File: config.mk
export PLATFORM = sky130hd
export DESIGN_NAME = key_debounce_toggle_flat
export DESIGN_NICKNAME = d
export VERILOG_FILES = /design/src/rtl/key_debounce_pkg.sv /design/src/rtl/key_debounce_toggle_if.sv /design/src/rtl/debounce_cell.sv /design/src/rtl/key_debounce_toggle.sv /design/src/flat_wrapper.sv
export SDC_FILE = /design/constraint.sdc
export NUM_CORES = 1
export LEC_CHECK = 0
export ABC_AREA = 1
export CAP_MARGIN = 30
export CORE_MARGIN = 2
export CORE_UTILIZATION = 58
export DETAILED_ROUTE_END_ITERATION = 8
export DONT_BUFFER_PORTS = 1
export GPL_TIMING_DRIVEN = 0
export PLACE_DENSITY = 0.77
export SLEW_MARGIN = 25
export SYNTH_ARGS = -nofsm -noshare
export SYNTH_HDL_FRONTEND = slang
export SYNTH_SLANG_ARGS = --single-unit
File: constraint.sdc
create_clock -name clk -period 3.6 [get_ports clk]
set_clock_uncertainty 0.1 [all_clocks]
set_input_delay 0.72 -clock clk [delete_from_list [all_inputs] [get_ports clk]]
set_output_delay 0.72 -clock clk [all_outputs]
set_load 0.02 [all_outputs]
File: src/rtl/key_debounce_pkg.sv
// Shared types and defaults for the push-button conditioning stage.
package key_debounce_pkg;

  typedef enum logic [1:0] {
    RELEASED,
    PRESS_PEND,
    PRESSED,
    RELEASE_PEND
  } key_state_t;

  // 20 ms at 50 MHz
  localparam int DEFAULT_DEBOUNCE_CYCLES = 1000000;

endpackage

File: src/rtl/key_debounce_toggle_if.sv
// Raw key inputs and conditioned per-key outputs of the debounce block.
interface key_debounce_toggle_if #(
  parameter int N_KEYS = 4
);
  logic [N_KEYS-1:0] key_n;
  logic [N_KEYS-1:0] key_level;
  logic [N_KEYS-1:0] key_press;
  logic [N_KEYS-1:0] key_release;
  logic [N_KEYS-1:0] key_toggle;

  modport master (
    output key_n,
    input  key_level, key_press, key_release, key_toggle
  );

  modport slave (
    input  key_n,
    output key_level, key_press, key_release, key_toggle
  );
endinterface

File: src/rtl/debounce_cell.sv
// One key: 2-flop synchronizer, four-state debounce FSM with stability
// counter, and registered level/press/release/toggle outputs.
module debounce_cell
  import key_debounce_pkg::*;
#(
  parameter int DEBOUNCE_CYCLES = DEFAULT_DEBOUNCE_CYCLES
) (
  input  logic clk,
  input  logic reset,
  input  logic key_n,
  output logic level,
  output logic press,
  output logic rls,     // release pulse; "release" is a reserved word
  output logic toggle
);

  localparam int CNT_W = $clog2(DEBOUNCE_CYCLES);
  localparam logic [CNT_W-1:0] CNT_MAX = CNT_W'(DEBOUNCE_CYCLES - 1);
  localparam logic [CNT_W-1:0] CNT_ONE = CNT_W'(1);

  if (DEBOUNCE_CYCLES < 2) begin : g_bad_param
    $error("debounce_cell: DEBOUNCE_CYCLES must be >= 2");
  end

  logic [1:0]       sync;
  logic             key_s;
  key_state_t       state, state_d;
  logic [CNT_W-1:0] cnt, cnt_d;
  logic             level_d, press_d, rls_d, toggle_d;

  // Sync flops idle at 1 so a held key after reset still needs a full window
  always_ff @(posedge clk or posedge reset) begin
    if (reset) sync <= 2'b11;
    else       sync <= {sync[0], key_n};
  end

  assign key_s = ~sync[1];

  always_ff @(posedge clk or posedge reset) begin
    if (reset) begin
      state  <= RELEASED;
      cnt    <= '0;
      level  <= 1'b0;
      press  <= 1'b0;
      rls    <= 1'b0;
      toggle <= 1'b0;
    end else begin
      state  <= state_d;
      cnt    <= cnt_d;
      level  <= level_d;
      press  <= press_d;
      rls    <= rls_d;
      toggle <= toggle_d;
    end
  end

  always_comb begin
    state_d  = state;
    cnt_d    = cnt;
    level_d  = level;
    press_d  = 1'b0;
    rls_d    = 1'b0;
    toggle_d = toggle;
    unique case (state)
      RELEASED: begin
        if (key_s) begin
          state_d = PRESS_PEND;
          cnt_d   = CNT_ONE;
        end else begin
          cnt_d   = '0;
        end
      end
      PRESS_PEND: begin
        if (!key_s) begin
          state_d = RELEASED;
          cnt_d   = '0;
        end else if (cnt == CNT_MAX) begin
          state_d  = PRESSED;
          cnt_d    = '0;
          level_d  = 1'b1;
          press_d  = 1'b1;
          toggle_d = ~toggle;
        end else begin
          cnt_d   = cnt + CNT_ONE;
        end
      end
      PRESSED: begin
        if (!key_s) begin
          state_d = RELEASE_PEND;
          cnt_d   = CNT_ONE;
        end else begin
          cnt_d   = '0;
        end
      end
      RELEASE_PEND: begin
        if (key_s) begin
          state_d = PRESSED;
          cnt_d   = '0;
        end else if (cnt == CNT_MAX) begin
          state_d = RELEASED;
          cnt_d   = '0;
          level_d = 1'b0;
          rls_d   = 1'b1;
        end else begin
          cnt_d   = cnt + CNT_ONE;
        end
      end
      default: begin
        state_d = RELEASED;
        cnt_d   = '0;
      end
    endcase
  end

endmodule

File: src/rtl/key_debounce_toggle.sv
// DE2 push-button conditioning: N_KEYS independent debounce cells.
module key_debounce_toggle
  import key_debounce_pkg::*;
#(
  parameter int N_KEYS          = 4,
  parameter int DEBOUNCE_CYCLES = DEFAULT_DEBOUNCE_CYCLES
) (
  input  logic                 clk,
  input  logic                 reset,
  key_debounce_toggle_if.slave kif
);

  for (genvar g = 0; g < N_KEYS; g++) begin : g_key
    debounce_cell #(
      .DEBOUNCE_CYCLES(DEBOUNCE_CYCLES)
    ) u_cell (
      .clk    (clk),
      .reset  (reset),
      .key_n  (kif.key_n[g]),
      .level  (kif.key_level[g]),
      .press  (kif.key_press[g]),
      .rls    (kif.key_release[g]),
      .toggle (kif.key_toggle[g])
    );
  end

endmodule

File: src/flat_wrapper.sv
// flat-port wrapper written by rule: the top's interface ports become plain ports
module key_debounce_toggle_flat import key_debounce_pkg::*;
#(
  parameter int N_KEYS          = 4,
  parameter int DEBOUNCE_CYCLES = DEFAULT_DEBOUNCE_CYCLES
)
  (clk, reset, kif_key_n, kif_key_level, kif_key_press, kif_key_release, kif_key_toggle);
  key_debounce_toggle_if #(.N_KEYS(N_KEYS)) kif_i ();
  input  logic clk;
  input  logic reset;
  input wire logic [$bits(kif_i.key_n)-1:0] kif_key_n;
  output wire logic [$bits(kif_i.key_level)-1:0] kif_key_level;
  output wire logic [$bits(kif_i.key_press)-1:0] kif_key_press;
  output wire logic [$bits(kif_i.key_release)-1:0] kif_key_release;
  output wire logic [$bits(kif_i.key_toggle)-1:0] kif_key_toggle;
  assign kif_i.key_n = kif_key_n;
  assign kif_key_level = kif_i.key_level;
  assign kif_key_press = kif_i.key_press;
  assign kif_key_release = kif_i.key_release;
  assign kif_key_toggle = kif_i.key_toggle;
  key_debounce_toggle #(.N_KEYS(N_KEYS), .DEBOUNCE_CYCLES(DEBOUNCE_CYCLES)) u_core (.clk(clk), .reset(reset), .kif(kif_i));
endmodule
==> out/metrics.csv, run 1 <==
metric,value,unit
drc_errors,0,
layout.cells.non_filler,900,
synthDistinctLibCells,39,
synth_top_cell_area_share,0.4403,
cellPowerDensity,368.4,nW/um^2
hp-class,in2async,
fin_total_pwr,2.356,mW
cp-end-kind,primary output,
startpoint_type,flip-flop,
worst_pin_slew,445.5,ps
synthCells,747,
num_rows,36,
hpwl,8571,um
required,2780,ps
area_growth,8.192,%
grt.total_usage,0.2254,
final_cell_mix,"nand2_1, nor2_1, dfrtp_1",
p_leak,2.953,nW
synth_area_leader_cell,dfrtp_1,
cp_cell_sequence,buf_4,
cpPeakStageDelay,410,ps
cts_buffer_depth,2,
cp_data_arrival_time,960,ps
synth.area.top_cells,"dfrtp_1, nand2_1, nor2_1",
async_flop_share,1.000,
clk_pin_slew,100,ps
die_h,105.0,um
n_antenna_cell,0,
ys_seq_area_frac,0.4759,
core,9819,um^2
slowest_stage,dfrtp_1,
crit_buf_inv,1,
grt.overflow.total,0,
cts_sinks,112,
ys.warnings.count,0,
drv_slew,0,
wl_per_cell,12.61,um
setup_tns,0,ps
vias_per_cell,5.302,
fp.dieW,105.0,um
syn_area,5911,um^2
syn_nets,757,
synth_ff_type,dfrtp_1,
routed_wl,11350,um
cts_resized,0,
critPathKind,reg2out,
worstPathMaxFanout,3,
postCtsSetupBuffers,0,
place.gp.congestion,0.9257,
finalNetCount,772,
initial_utilization,0.6019,
hold_buffers,0,
num_vias,4772,
cp_top_family,flip-flops,
maxClockFrequency,560.5,MHz
grt_setup_unrepaired,false,
status,"complete, no violations",
die-area,11010,um^2
grt_max_degree,31,
fin_crit_sh,0.4956,
synth_edf_count,0,
finalHoldViolCount,0,
cts_tree,done,
clk_latency,390,ps
cts_root_buf,clkbuf_8,
grt_pass1_vias,4689,
dp_cells,884,
drv_cap,0,
max-vdd-ir-drop,0.2968,mV
slew-limit-headroom,0.7007,
firstDrtPassIters,5,
htree_levels,3,
min_period,1784,ps
final_common_cell,nand2_1,
top_level_ports,22,
setup_viol,0,
grt_pass1_wl,20230,um
antenna_found_initial,0,
synth.avg_cell_area,7.913,um^2
antenna_left,0,
cts_buffers,9,
ys_seq_elements,112,
portBuffers,0,
drive_gt1_frac,0.1121,
drtIter0Drc,268,
final timing paths:
path,start,to,slack (ps),cells after the start
worst max-delay path,u_core.g_key[2].u_cell.toggle,kif_key_toggle[2],1820,1
worst min-delay path,reset,u_core.g_key[2].u_cell.level,90,1
worst max register to register,u_core.g_key[0].u_cell.cnt[0],u_core.g_key[0].u_cell.cnt[18],1840,7
worst min register to register,u_core.g_key[1].u_cell.sync[0],u_core.g_key[1].u_cell.sync[1],260,0
max in group asynchronous,reset,u_core.g_key[1].u_cell.sync[1],2360,4
min in group clk,kif_key_n[2],u_core.g_key[2].u_cell.sync[0],220,0
registers in the layout, summed over array words and instances (netlist names), named ones only:
| name | count |
|---|---|
| u_core.g_key.u_cell.level | 4 |
| u_core.g_key.u_cell.sync | 8 |
| u_core.g_key.u_cell.press | 4 |
| u_core.g_key.u_cell.cnt | 80 |
| u_core.g_key.u_cell.toggle | 4 |
| u_core.g_key.u_cell.rls | 4 |
| u_core.g_key.u_cell.state | 4 |
cells in the mapped netlist, types with 2 or more instances:
| library cell | n |
|---|---|
| nor2_4 | 5 |
| nor2_1 | 130 |
| xnor2_1 | 9 |
| ha_1 | 4 |
| dfstp_2 | 8 |
| nand3b_1 | 3 |
| or2_1 | 2 |
| a31oi_1 | 4 |
| nor3_1 | 35 |
| a21oi_1 | 18 |
| nor2_2 | 7 |
| nand3_1 | 40 |
| nand4_1 | 27 |
| o21ai_1 | 3 |
| nor3b_1 | 3 |
| nand3_2 | 5 |
| buf_2 | 4 |
| buf_4 | 19 |
| nor4_1 | 2 |
| o21ai_0 | 14 |
| buf_6 | 2 |
| dfrtp_1 | 104 |
| nand2_1 | 153 |
| nand2_2 | 5 |
| inv_1 | 103 |
| xor2_1 | 20 |
| inv_2 | 2 |
| a22oi_1 | 2 |
| nor3_2 | 4 |
power breakdown:
part / internal (mW) / switching (mW) / leakage (nW)
combinational: 0.0718 / 0.130 / 1.32
clock: 0.398 / 0.433 / 0.111
sequential: 1.30 / 0.0268 / 1.52
layout make-up:
type	instances	area (um^2)
clock buffers	10	127.6
clock inverters	6	91.34
fillers	827	3425
multi-input cells	505	2519
well taps	133	166.4
flip-flops and latches	112	2813
inverters	105	397.9
plain buffers	25	185.2
repair buffers	4	95.09
metrics by stage:
stage | setup slack, ps | hold WS, ps | instance area, um^2 | utilization
after floorplan | 1429 | 245.2 | 5914 | -
after detailed placement | 1849 | 248.5 | 6176 | 0.6290
final | 1816 | 85.18 | 6395 | 0.6512
after global placement | 868.0 | 246.7 | 6081 | 0.6193
after global routing | 1689 | 101.9 | 6395 | 0.6512
after CTS | 1786 | 83.69 | 6395 | 0.6512
cells by family after synthesis:
logic type               Yosys count  share of synthesized area
AND/OR/NAND/NOR                  428                     0.3345
flip-flops                       112                     0.4759
adder cells (fa/ha/maj)            4                   0.008468
XOR/XNOR                          29                    0.04297
buffers and inverters            130                    0.09801
AO/OA/AOI/OAI                     44                    0.04022
per-layer routing:
layer  up-vias  GRT usage  routed length, um
met2       129     0.3827               5578
met1      2247     0.2827               5013
met3        13    0.05552                620
met4         0    0.07429                133
met5         -          0                  0
li1       2383          -                  -
(Power assumes the default switching activity.)
==> inputs of run 2 (changes only) <==
Clock period 3.6 ns to 1.5 ns, I/O delays scaled along.
==> run 2 against run 1 <==
Non-clock buffer count increased by 82. Design area increased by 26%. The flow now finishes with violations (negative setup slack). Combinational power increased to 4.9 times the previous value. Largest power group unchanged. Critical path type is now reg2reg. Critical endpoint is now u_core.g_key[2].u_cell.cnt[14]. Worst hold slack improved by 180 ps. Via count increased by 23%. Routed wire length increased by 60%. Sequential share of layout area decreased by 8.8 points. Critical path depth increased by 6.
==> out/metrics.csv, run 2 (synthesis results as in run 1) <==
metric,value,unit,change
status,finished with violations,,"was complete, no violations"
violations,negative setup slack,,
setup_viol,101,,was 0
worstPathMaxFanout,5,,was 3
drive_gt1_frac,0.4146,,was 0.1121
firstDrtPassIters,9,,was 5
n_antenna_cell,0,,unchanged
max-vdd-ir-drop,0.7662,mV,was 0.2968 mV
htree_levels,3,,unchanged
cp-end-kind,flip-flop,,was primary output
antenna_found_initial,0,,unchanged
critPathKind,reg2reg,,was reg2out
cp_data_arrival_time,1860,ps,was 960 ps
slew-limit-headroom,0.6183,,was 0.7007
maxClockFrequency,589.9,MHz,
layout.cells.non_filler,982,,was 900
core,9819,um^2,unchanged
top_level_ports,22,,unchanged
clk_pin_slew,110,ps,was 100 ps
clk_latency,400,ps,was 390 ps
portBuffers,0,,unchanged
setup_tns,-11550,ps,was 0 ps
grt.overflow.total,0,,unchanged
num_vias,5863,,"was 4,772"
cts_tree,done,,unchanged
drc_errors,0,,unchanged
drtIter0Drc,477,,was 268
grt.total_usage,0.2434,,was 0.2254
drv_cap,0,,unchanged
finalNetCount,854,,was 772
dp_slack,-219.3,ps,was 1849 ps
startpoint_type,flip-flop,,unchanged
final_cell_mix,"nand2_1, dfrtp_1, inv_1",,"was nand2_1, nor2_1, dfrtp_1"
cts_buffers,9,,unchanged
dp_cells,884,,unchanged
fin_crit_sh,1.130,,
fin_ws,-195.1,ps,was 1816 ps
grt_pass1_vias,5083,,"was 4,689"
drv_slew,0,,unchanged
regMostFlops,u_core.g_key.u_cell.cnt,,unchanged
place.gp.congestion,0.8958,,was 0.9257
worst_pin_slew,568.1,ps,was 445.5 ps
finalHoldViolCount,0,,unchanged
grt_setup_unrepaired,true,,was false
wl_per_cell,18.51,um,was 12.61 um
nFillCells,535,,was 827
cts_sinks,112,,unchanged
final_common_cell,nand2_1,,unchanged
cts_root_buf,clkbuf_8,,unchanged
final_core_util,0.8197,,was 0.6512
antenna_left,0,,unchanged
die-area,11010,um^2,unchanged
required,1660,ps,was 2780 ps
reg_top3,"u_core.g_key.u_cell.cnt: 80 flops, u_core.g_key.u_cell.sync: 8 flops",,unchanged
whs,261.5,ps,was 85.18 ps
p_leak,3.488,nW,was 2.953 nW
num_rows,36,,unchanged
cts_buffer_depth,2,,unchanged
grt_max_degree,33,,was 31
grt_pass1_wl,22040,um,"was 20,230 um"
vias_per_cell,5.970,,was 5.302
die_h,105.0,um,unchanged
routed_wl,18170,um,"was 11,350 um"
min_period,1695,ps,
hpwl,8390,um,was 8571 um
area_growth,36.18,%,was 8.192%
largest_reg_flops,80,,unchanged
hp-class,in2async,,unchanged
fp.dieW,105.0,um,unchanged
initial_utilization,0.6019,,unchanged
cellPowerDensity,756.2,nW/um^2,was 368.4 nW/um^2
run 2: area by class of cell:
class | count | area (um^2) | area share
clock buffers | 10 | 127.6 | 0.01586
repair buffers | 87 | 822.0 | 0.1021
clock inverters | 6 | 68.82 | 0.008550
well taps | 133 | 166.4 | 0.02067
plain buffers | 24 | 215.2 | 0.02674
flip-flops and latches | 112 | 2829 | 0.3515
multi-input cells | 505 | 3407 | 0.4233
inverters | 105 | 412.9 | 0.05130
run 2: metrics by stage:
stage                     total power, mW  area, um^2
after floorplan                     3.604        5937
after global placement              3.697        6103
after detailed placement            3.745        6198
after CTS                           5.734        6944
after global routing                6.276        8049
final                               6.087        8049
run 2: where the power goes:
| part | internal (mW) | switching, mW | total (mW) |
|---|---|---|---|
| combinational | 0.422 | 0.564 | 0.986 |
| sequential | 3.11 | 0.100 | 3.21 |
| clock | 0.784 | 1.10 | 1.89 |
| total | 4.32 | 1.77 | 6.09 |
run 2: final timing paths:
check | slack (ps) | to | cells after the start | start
worst max-delay path | -200 | u_core.g_key[2].u_cell.cnt[14] | 7 | u_core.g_key[2].u_cell.cnt[0]
worst min-delay path | 260 | u_core.g_key[3].u_cell.cnt[16] | 2 | reset
worst max register to register | -200 | u_core.g_key[2].u_cell.cnt[14] | 7 | u_core.g_key[2].u_cell.cnt[0]
worst min register to register | 260 | u_core.g_key[3].u_cell.sync[1] | 0 | u_core.g_key[3].u_cell.sync[0]
max in group asynchronous | 210 | u_core.g_key[0].u_cell.cnt[12] | 5 | reset
min in group clk | 260 | u_core.g_key[3].u_cell.sync[1] | 0 | u_core.g_key[3].u_cell.sync[0]
run 2: per-layer routing:
| metal | global-route usage | vias to the layer above | share of wire |
|---|---|---|---|
| met5 | 0 | - | 0 |
| met4 | 0.08571 | 0 | 0.052 |
| met3 | 0.05303 | 102 | 0.076 |
| met2 | 0.4156 | 375 | 0.51 |
| met1 | 0.3056 | 2835 | 0.37 |
| li1 | - | 2551 | - |
run 2: timing repair:
item	CTS	global route
hold buffers	5	0
resized for setup	78	213
endpoints found under the hold margin	40	0
setup endpoints to repair	96	103
pin swaps	29	69
cloned	3	3
buffers inserted	30	43
run 2: critical path: stages, from the launching register on:
cell,delay [ps]
dfrtp_1,470
ha_4,210
inv_2,50
nor2_4,230
nand3_4,170
nand2_8,130
buf_8,140
nor3_2,60
